==> config.mk <==
export PLATFORM = sky130hd
export DESIGN_NAME = wb_cmd_master
export DESIGN_NICKNAME = d
export VERILOG_FILES = /design/src/rtl/wb_pkg.sv /design/src/rtl/wb_timeout_ctr.sv /design/src/rtl/wb_cmd_master.sv
export SDC_FILE = /design/constraint.sdc
export NUM_CORES = 1
export LEC_CHECK = 0
export CORE_UTILIZATION = 42
export DETAILED_ROUTE_END_ITERATION = 12
export GPL_TIMING_DRIVEN = 1
export PLACE_DENSITY = 0.85
export SLEW_MARGIN = 25
export SYNTH_ARGS = -nofsm -noshare
export SYNTH_HDL_FRONTEND = slang
export SYNTH_HIERARCHICAL = 1
export SYNTH_SLANG_ARGS = --single-unit
==> constraint.sdc <==
create_clock -name wb_clk_i -period 2.6 [get_ports wb_clk_i]
set_input_delay 0.65 -clock wb_clk_i [delete_from_list [all_inputs] [get_ports wb_clk_i]]
set_output_delay 0.65 -clock wb_clk_i [all_outputs]
set_load 0.03 [all_outputs]
==> src/rtl/wb_pkg.sv <==
// rtl/wb_pkg.sv - shared Wishbone definitions: FSM states, widths and sizing helpers
package wb_pkg;

    // Command master sequencing: wait for a command, run the bus cycle, hold the response
    typedef enum logic [1:0] {
        IDLE = 2'd0,
        BUS  = 2'd1,
        RESP = 2'd2
    } wbm_state_e;

    // Default bus geometry for blocks that do not override it
    localparam int unsigned WB_AW = 32;
    localparam int unsigned WB_DW = 32;

    // Response status flags carried next to the data: err and timeout
    localparam int unsigned RSP_STATUS_W = 2;

    // One select line per byte lane
    function automatic int unsigned sel_width(input int unsigned dw);
        return (dw < 8) ? 1 : dw / 8;
    endfunction

    // Counter wide enough to hold the timeout limit; a disabled timeout still gets one bit
    function automatic int unsigned timer_width(input int unsigned limit);
        return (limit == 0) ? 1 : $clog2(limit + 1);
    endfunction

endpackage

==> src/rtl/wb_timeout_ctr.sv <==
// rtl/wb_timeout_ctr.sv - saturating bus-cycle timer with an expiry flag
module wb_timeout_ctr
    import wb_pkg::*;
#(
    parameter int unsigned TIMEOUT_CYCLES = 255
) (
    input  logic clk,
    input  logic rst_n,
    input  logic clear,
    input  logic enable,
    output logic expired
);

    localparam int unsigned CW = timer_width(TIMEOUT_CYCLES);
    // Expiry fires in the cycle the count shows limit-1, so the bus cycle lasts exactly the limit
    localparam logic [CW-1:0] LIMIT = (TIMEOUT_CYCLES == 0) ? '0 : CW'(TIMEOUT_CYCLES - 1);

    logic [CW-1:0] count;

    // Count idle bus cycles; hold at all-ones rather than wrapping back to a small value
    always_ff @(posedge clk or negedge rst_n) begin
        if (!rst_n) begin
            count <= '0;
        end else if (clear) begin
            count <= '0;
        end else if (enable && (count != '1)) begin
            count <= count + 1'b1;
        end
    end

    // A zero limit disables the timeout entirely
    assign expired = (TIMEOUT_CYCLES != 0) && (count == LIMIT);

endmodule

==> src/rtl/wb_cmd_master.sv <==
// rtl/wb_cmd_master.sv - valid/ready command stream to single-beat Wishbone classic initiator
module wb_cmd_master
    import wb_pkg::*;
#(
    parameter int unsigned AW             = 32,
    parameter int unsigned DW             = 32,
    parameter int unsigned TIMEOUT_CYCLES = 255
) (
    input  logic              wb_clk_i,
    input  logic              wb_rst_ni,
    input  logic              cmd_valid_i,
    output logic              cmd_ready_o,
    input  logic              cmd_we_i,
    input  logic [DW/8-1:0]   cmd_sel_i,
    input  logic [AW-1:0]     cmd_adr_i,
    input  logic [DW-1:0]     cmd_dat_i,
    output logic              rsp_valid_o,
    input  logic              rsp_ready_i,
    output logic [DW-1:0]     rsp_dat_o,
    output logic              rsp_err_o,
    output logic              rsp_timeout_o,
    output logic              busy_o,
    output logic              wbm_cyc_o,
    output logic              wbm_stb_o,
    output logic              wbm_we_o,
    output logic [DW/8-1:0]   wbm_sel_o,
    output logic [AW-1:0]     wbm_adr_o,
    output logic [DW-1:0]     wbm_dat_o,
    input  logic [DW-1:0]     wbm_dat_i,
    input  logic              wbm_ack_i,
    input  logic              wbm_err_i
);

    localparam int unsigned SW = sel_width(DW);

    wbm_state_e     state_q, state_d;
    logic           cyc_q, cyc_d;
    logic           we_q, we_d;
    logic [SW-1:0]  sel_q, sel_d;
    logic [AW-1:0]  adr_q, adr_d;
    logic [DW-1:0]  wdat_q, wdat_d;
    logic           rsp_valid_q, rsp_valid_d;
    logic [DW-1:0]  rsp_dat_q, rsp_dat_d;
    logic           rsp_err_q, rsp_err_d;
    logic           rsp_timeout_q, rsp_timeout_d;

    logic           timer_clear;
    logic           timer_en;
    logic           timer_expired;

    wb_timeout_ctr #(
        .TIMEOUT_CYCLES (TIMEOUT_CYCLES)
    ) u_timeout (
        .clk     (wb_clk_i),
        .rst_n   (wb_rst_ni),
        .clear   (timer_clear),
        .enable  (timer_en),
        .expired (timer_expired)
    );

    // State and every bus/response register; reset drops cyc immediately, even mid-cycle
    always_ff @(posedge wb_clk_i or negedge wb_rst_ni) begin
        if (!wb_rst_ni) begin
            state_q       <= IDLE;
            cyc_q         <= 1'b0;
            we_q          <= 1'b0;
            sel_q         <= '0;
            adr_q         <= '0;
            wdat_q        <= '0;
            rsp_valid_q   <= 1'b0;
            rsp_dat_q     <= '0;
            rsp_err_q     <= 1'b0;
            rsp_timeout_q <= 1'b0;
        end else begin
            state_q       <= state_d;
            cyc_q         <= cyc_d;
            we_q          <= we_d;
            sel_q         <= sel_d;
            adr_q         <= adr_d;
            wdat_q        <= wdat_d;
            rsp_valid_q   <= rsp_valid_d;
            rsp_dat_q     <= rsp_dat_d;
            rsp_err_q     <= rsp_err_d;
            rsp_timeout_q <= rsp_timeout_d;
        end
    end

    // Next-state decode; bus fields are only loaded on command acceptance so they stay put during BUS
    always_comb begin
        state_d       = state_q;
        cyc_d         = cyc_q;
        we_d          = we_q;
        sel_d         = sel_q;
        adr_d         = adr_q;
        wdat_d        = wdat_q;
        rsp_valid_d   = rsp_valid_q;
        rsp_dat_d     = rsp_dat_q;
        rsp_err_d     = rsp_err_q;
        rsp_timeout_d = rsp_timeout_q;
        timer_clear   = 1'b0;
        timer_en      = 1'b0;

        case (state_q)
            IDLE: begin
                if (cmd_valid_i) begin
                    state_d     = BUS;
                    cyc_d       = 1'b1;
                    we_d        = cmd_we_i;
                    sel_d       = cmd_sel_i;
                    adr_d       = cmd_adr_i;
                    wdat_d      = cmd_dat_i;
                    timer_clear = 1'b1;
                end
            end

            BUS: begin
                timer_en = ~(wbm_ack_i | wbm_err_i);
                if (wbm_err_i) begin
                    // err outranks a simultaneous ack and never returns data
                    state_d     = RESP;
                    cyc_d       = 1'b0;
                    rsp_valid_d = 1'b1;
                    rsp_err_d   = 1'b1;
                    rsp_dat_d   = '0;
                end else if (wbm_ack_i) begin
                    state_d     = RESP;
                    cyc_d       = 1'b0;
                    rsp_valid_d = 1'b1;
                    rsp_dat_d   = we_q ? '0 : wbm_dat_i;
                end else if (timer_expired) begin
                    state_d       = RESP;
                    cyc_d         = 1'b0;
                    rsp_valid_d   = 1'b1;
                    rsp_timeout_d = 1'b1;
                    rsp_dat_d     = '0;
                end
            end

            RESP: begin
                if (rsp_ready_i) begin
                    state_d       = IDLE;
                    rsp_valid_d   = 1'b0;
                    rsp_err_d     = 1'b0;
                    rsp_timeout_d = 1'b0;
                end
            end

            default: begin
                state_d = IDLE;
                cyc_d   = 1'b0;
            end
        endcase
    end

    assign cmd_ready_o   = (state_q == IDLE);
    assign busy_o        = (state_q != IDLE);
    assign wbm_cyc_o     = cyc_q;
    assign wbm_stb_o     = cyc_q;
    assign wbm_we_o      = we_q;
    assign wbm_sel_o     = sel_q;
    assign wbm_adr_o     = adr_q;
    assign wbm_dat_o     = wdat_q;
    assign rsp_valid_o   = rsp_valid_q;
    assign rsp_dat_o     = rsp_dat_q;
    assign rsp_err_o     = rsp_err_q;
    assign rsp_timeout_o = rsp_timeout_q;

endmodule

==> flow_summary.ini, run 1 <==
[route]
drtIter0Drc = 202
via_per_inst = 4.984
num_vias = 3748
drt-pass1-iter-count = 4
wl_per_cell_microns = 16.31
wl_mm = 12.27
drc = 0
ant_nets = 0

[sta]
layout_worst_path_cycle_share = 0.9373
hold_viol = 0
slew_headroom = 0.7439
fin_tns_setup_ps = 0
period_minus_slack_ps = 2437
drv_slew = 0
tightest_slew_ps = 384.2
fmax_ghz = 0.4103
grt_setup_unrepaired = no
skew_ps = 8.157
setup_violations = 0
fin_ws_ps = 162.9

[die]
die_h_microns = 107.7
io-pin-count = 215
die-area_sq_mm = 0.01159
rows = 38
initial_core_util = 0.4326
core-area_sq_mm = 0.01084
die_w_microns = 107.7

[setup_path]
r2r_slack_ps = 650
crit_chain = inv_1, ha_1, inv_1, dlygate4sd2_1
reg2regPathDepth = 6
crit_path_max_incr_delay_ps = 420
cp_common_cell = inv_1
regToRegEndpoint = state_q[1]
crit_path_end_kind = output port
r2r_start = u_timeout/count[2]
path_delay_family = buffers and inverters
critical_path_arrival_ps = 1790
crit_fanout = 4
critPathKind = register to output port
path_buf_inv = 3
startpoint_type = register
required_ps = 1950
cpMaxStageDelayCell = dlygate4sd2_1

[power]
power_density_mw_per_mm2 = 1329
peakVddDrop_mv = 0.7511
power_leakage_nw = 3.179

[logic_synthesis]
synth_flop_cell = dfrtp_1
synth_seq_cells = 115
synth_top_area_cell = dfrtp_1
synth_edf_count = 0
yosysWarnings = 6
synthCells = 375
synth_area_leaders = dfrtp_1 61%, mux2_2 17%, nand2_1 5.4%
synth.avg_cell_area_sq_um = 12.51
synth_cell_type_count = 39
async_reset_ff_frac = 1.000
ys_seq_area_frac = 0.6137
syn_nets = 488
syn_area_sq_mm = 0.004689
yosys.area.top_type_share = 0.6137

[clock_network]
cts_sinks = 115
cts_made_buffers = 17
post_cts_buffers = 0
clk-insertion-delay-late_ps = 510
htree_levels = 4
cts_tree = done
clkTransAtPathRegs_ps = 60
cts_buffer_depth = 2
root_buffer = clkbuf_8

[finish]
final_core_util = 0.7041
seqCellArea_sq_mm = 0.002878
drive_gt1_frac = 0.1993
num-nets-final = 712
multi_input_area_sq_mm = 0.001658
n_antenna_cell = 0
n_fill_cell = 799
area_growth_syn_to_layout_pct = 62.75

[global_routing]
grt_util_all_layers = 0.2200
grt_max_degree = 65
antenna_found_initial = 0
grt_pass1_wl_mm = 19.26
grt_overflow_total = 0
grt_pass1_vias = 3851

[placement]
port_buffers = 214
pre_cts_slack_ps = 280.0
place_hpwl_mm = 8.893
gp_congestion = 0.7703

[status]
run_status = finished clean

[min_path]
min_path_type = input port to asynchronous set/reset pin

[run]
drv_cap = 0
==> cell usage in the layout, fill, tap and decap left out, types with 2 or more instances in the layout <==
cell type          n
mux2_2            69
clkdlybuf4s50_1  211
a21oi_1            5
dlygate4sd2_1      2
nand2_1           67
clkbuf_8           3
o21ai_0           32
buf_4             11
clkinvlp_4         2
clkbuf_16         16
and3_1             3
buf_12             3
a41oi_1            2
nor2_1             2
a211oi_1           2
clkbuf_1           3
dfrtp_1          115
ha_1               6
mux2i_1            2
clkinv_2           4
a31oi_1            2
a311oi_1           2
o21ai_1            6
nor3_1             5
bufinv_16          4
nand3_1            4
inv_1             11
==> registers in the layout (all words and copies together) (netlist names) <==
register,cells
wbm_sel_o,4
state_q,2
wbm_we_o,1
rsp_dat_o,32
u_timeout/count,8
rsp_err_o,1
wbm_adr_o,32
wbm_cyc_o,1
wbm_dat_o,32
rsp_valid_o,1
rsp_timeout_o,1
==> repair_timing <==
item,CTS,global route
gates resized for setup,2,0
endpoints found under the setup margin,2,0
hold buffers,0,0
==> cell type report <==
cell class              instances  area share
clock buffers                  22     0.05934
flip-flops and latches        115      0.3770
inverters                      11    0.005410
repair buffers                227      0.2977
multi-input cells             227      0.2172
well taps                     140     0.02295
clock inverters                10     0.02033
==> where the power goes <==
part	switching (W)	total, W	leakage (nW)	internal [W]
Sequential	0.000430	0.00299	1.43	0.00256
Combinational	0.00262	0.00479	1.46	0.00217
Clock	0.000776	0.00237	0.295	0.00160
==> metal layers <==
metal,track usage,part of all wire,vias to the layer above
met2,0.3828,0.53,145
met1,0.2553,0.39,1828
met4,0.08611,0.018,0
met3,0.06235,0.065,20
met5,0,0,-
li1,-,-,1755
==> worst max-delay path by stage <==
stage	start	end	slack, ps	depth (start not counted)
floorplan	state_q[0]	u_timeout/count[0]	600	8
global placement	cmd_valid_i	wbm_dat_o[11]	370	4
detailed placement	wbm_ack_i	u_timeout/count[7]	280	5
CTS	state_q[0]	busy_o	130	4
global route	state_q[0]	busy_o	70	4
finish	state_q[0]	busy_o	160	4
==> cells by family (layout without fill, tap and decap cells) <==
kind of cell | after synthesis | count (layout) | synth area share
AOI/OAI and AO/OA | 59 | 59 | 0.07711
muxes | 72 | 72 | 0.1724
buffers and inverters | 33 | 270 | 0.03469
and+or+nand+nor | 90 | 90 | 0.08618
adders and majority gates | 6 | 6 | 0.01601
DFF | 115 | 115 | 0.6137
==> synth_stat cells, types with 3 or more instances <==
cell type	n
buf_2	10
nand2_1	67
nand3_1	4
mux2_2	69
o21ai_0	32
and3_1	3
o21ai_1	6
inv_1	11
dfrtp_1	115
buf_4	3
ha_1	6
clkbuf_1	7
nor3_1	5
a21oi_1	5
==> stage by stage <==
step	std cells	power [W]	hold WS (ps)	cell area, sq um
after floorplan	375	0.005702	354.4	4690
after global placement	720	0.007682	463.4	7027
after detailed placement	720	0.007838	469.3	7027
after CTS	752	0.01024	16.63	7632
after global routing	752	0.01064	26.35	7632
final	752	0.01015	25.91	7632
==> worst reg2reg max path, stage by stage (launching register included) <==
cell     delay (ps)
dfrtp_1         450
and3_1          290
and3_2          270
or4b_4          500
o21ai_2         110
a21oi_2          70
mux2i_1         140
Note: power is estimated with default switching activity, not from simulation.
==> inputs of run 2 (changes only) <==
--- a/config.mk
+++ b/config.mk
@@ -5,7 +5,9 @@
 export SDC_FILE = /design/constraint.sdc
 export NUM_CORES = 1
 export LEC_CHECK = 0
+export ABC_CLOCK_PERIOD_IN_PS = 2600
 export CORE_UTILIZATION = 42
+export CTS_CLUSTER_DIAMETER = 40
 export DETAILED_ROUTE_END_ITERATION = 12
 export GPL_TIMING_DRIVEN = 1
 export PLACE_DENSITY = 0.85
==> results of run 2 <==
No change in the layout: final DEF, timing and power equal those of run 1.
==> inputs of run 3 (changes only) <==
==> constraint.sdc (replaced) <==
create_clock -name wb_clk_i -period 2.6 [get_ports wb_clk_i]
set_input_delay 0.65 -clock wb_clk_i [delete_from_list [all_inputs] [get_ports wb_clk_i]]
set_output_delay 0.65 -clock wb_clk_i [all_outputs]
set_load 0.05 [all_outputs]
==> run 3 against run 2 <==
Effect of this change:
- die area unchanged
- wire length down 2.7%
- critical path depth decreased by 1
- clock power down 3%
- total power increased by 11%
- clock skew down 0.69 ps
- count of clock-buffer cells in the layout decreased by 1
- final cell count unchanged
- flip-flop and latch count unchanged
- largest cell class unchanged
- highest routed layer unchanged
==> flow_summary.ini, run 3 (synthesized netlist as in run 1, its figures left out) <==
[power]
p_comb_frac = 0.531
power_density_mw_per_mm2 = 1475
switching_share = 0.4424
peakVddDrop_mv = 0.8836
power_leakage_nw = 3.169
p_int_w = 0.006263
p_total_w = 0.01123
power_switching_w = 0.004968
seqPwrFrac = 0.264
p_clk_frac = 0.205

[setup_path]
critical_path_arrival_ps = 1790
crit_fanout = 4
crit_path_end_kind = output port
critPathKind = register to output port
cpMaxStageDelayCell = dlygate4sd2_1
crit_path_max_incr_delay_ps = 550
crit_chain = inv_1, ha_1, dlygate4sd2_1
required_ps = 1950
startpoint_type = register

[global_routing]
grt_max_degree = 65
busiest_layer = met2
grt_util_all_layers = 0.2105
grt_pass1_vias = 3778
grt.met2_usage = 0.3626
met1_usage = 0.2388
grtUsageMet3 = 0.06598
grt_overflow_total = 0
antenna_found_initial = 0
grt_pass1_wl_mm = 18.54

[die]
core-area_sq_mm = 0.01084
rows = 38
initial_core_util = 0.4326
die-area_sq_mm = 0.01159
io-pin-count = 215
die_h_microns = 107.7
die_w_microns = 107.7

[clock_network]
cts_tree = done
clkTransAtPathRegs_ps = 60
cts_sinks = 115
root_buffer = clkbuf_8
htree_levels = 4
post_cts_buffers = 0
cts_made_buffers = 17
cts_buffer_depth = 2
clk-insertion-delay-late_ps = 500

[route]
wl_per_cell_microns = 15.87
wl_mm = 11.94
via_per_inst = 4.912
drc = 0
drtIter0Drc = 187
ant_nets = 0
num_vias = 3694
drt-pass1-iter-count = 4

[finish]
num-nets-final = 712
drive_gt1_frac = 0.1993
final_core_util = 0.7022
design_area_sq_mm = 0.007612
n_fill_cell = 794
final_cell_mix = 211 x clkdlybuf4s50_1, 115 x dfrtp_1, 69 x mux2_2
area_growth_syn_to_layout_pct = 62.33
layout_commonest_cell = clkdlybuf4s50_1
n_antenna_cell = 0

[sta]
skew_ps = 7.464
grt_setup_unrepaired = no
layout_worst_path_cycle_share = 0.9384
timing.hold.ws_ps = 41.16
slew_headroom = 0.6301
setup_violations = 0
fin_tns_setup_ps = 0
fmax_ghz = 0.4099
drv_slew = 0
period_minus_slack_ps = 2440
hold_viol = 0
tightest_slew_ps = 553.1

[placement]
place_hpwl_mm = 8.736
dpl_cell_area_sq_mm = 0.007024
port_buffers = 214
gp_congestion = 0.7667

[status]
run_status = finished clean

[min_path]
min_path_type = input port to asynchronous set/reset pin

[run]
drv_cap = 0
[run 3: cell types whose count changed in the layout (fill, tap and decap cells not counted)]
cell	delta
clkinv_2	+1
clkbuf_1	+1
clkbuf_8	-2
dlygate4sd2_1	-1
buf_4	+1
[run 3: per-stage QoR]
step / std cells / setup slack, ps
5_1_grt: 752 / 41.32
4_1_cts: 752 / 130.1
3_5_place_dp: 720 / 275.2
2_1_floorplan: 375 / 444.1
3_3_place_gp: 720 / 369.7
6_report: 752 / 160.2
[run 3: critical path: cells and delay by family (launching register included)]
family,cells,cell delay [ps]
buffers and inverters,2,680
adder cells (fa/ha/maj),1,230
flip-flops,1,380
[run 3: path summary, 6_finish.rpt]
kind / slack [ps] / to / from / cells after the start
hold reg to reg: 480 / rsp_dat_o[3] / rsp_dat_o[3] / 2
setup reg to reg: 640 / state_q[1] / u_timeout/count[2] / 6
max in group asynchronous: 1870 / wbm_dat_o[29] / wb_rst_ni / 2
min in group wb_clk_i: 480 / rsp_dat_o[3] / rsp_dat_o[3] / 2
hold / removal: 40 / wbm_dat_o[5] / wb_rst_ni / 1
setup / recovery: 160 / cmd_ready_o / state_q[1] / 3
[run 3: per-layer routing]
layer | routed length, microns | share of wire | up-vias
li1 | - | - | 1747
met1 | 4740 | 0.40 | 1780
met2 | 6149 | 0.52 | 143
met3 | 740 | 0.062 | 24
met4 | 304 | 0.025 | 0
met5 | 0 | 0 | -
[run 3: timing repair]
item                                    in CTS  in global routing
endpoints found under the setup margin       1                  0
hold buffers                                 0                  0
resized for setup                            1                  0
[run 3: cell type report]
| type | instances | area [sq um] | area share |
|---|---|---|---|
| Sequential cell | 115 | 2878 | 0.3780 |
| Timing Repair Buffer | 227 | 2271 | 0.2983 |
| Multi-Input combinational cell | 227 | 1658 | 0.2178 |
| Clock buffer | 21 | 429.2 | 0.05638 |
| Tap cell | 140 | 175.2 | 0.02301 |
| Clock inverter | 11 | 160.2 | 0.02104 |
| Inverter | 11 | 41.29 | 0.005424 |
[run 3: power groups by stage]
| stage | registers (W) | clock network (W) | logic, W |
|---|---|---|---|
| after floorplan | 0.00552 | 0 | 0.00133 |
| after global placement | 0.00296 | 0 | 0.00588 |
| after detailed placement | 0.00299 | 0 | 0.00599 |
| after CTS | 0.00297 | 0.00235 | 0.00601 |
| after global routing | 0.00306 | 0.00244 | 0.00622 |
| final | 0.00296 | 0.00231 | 0.00596 |
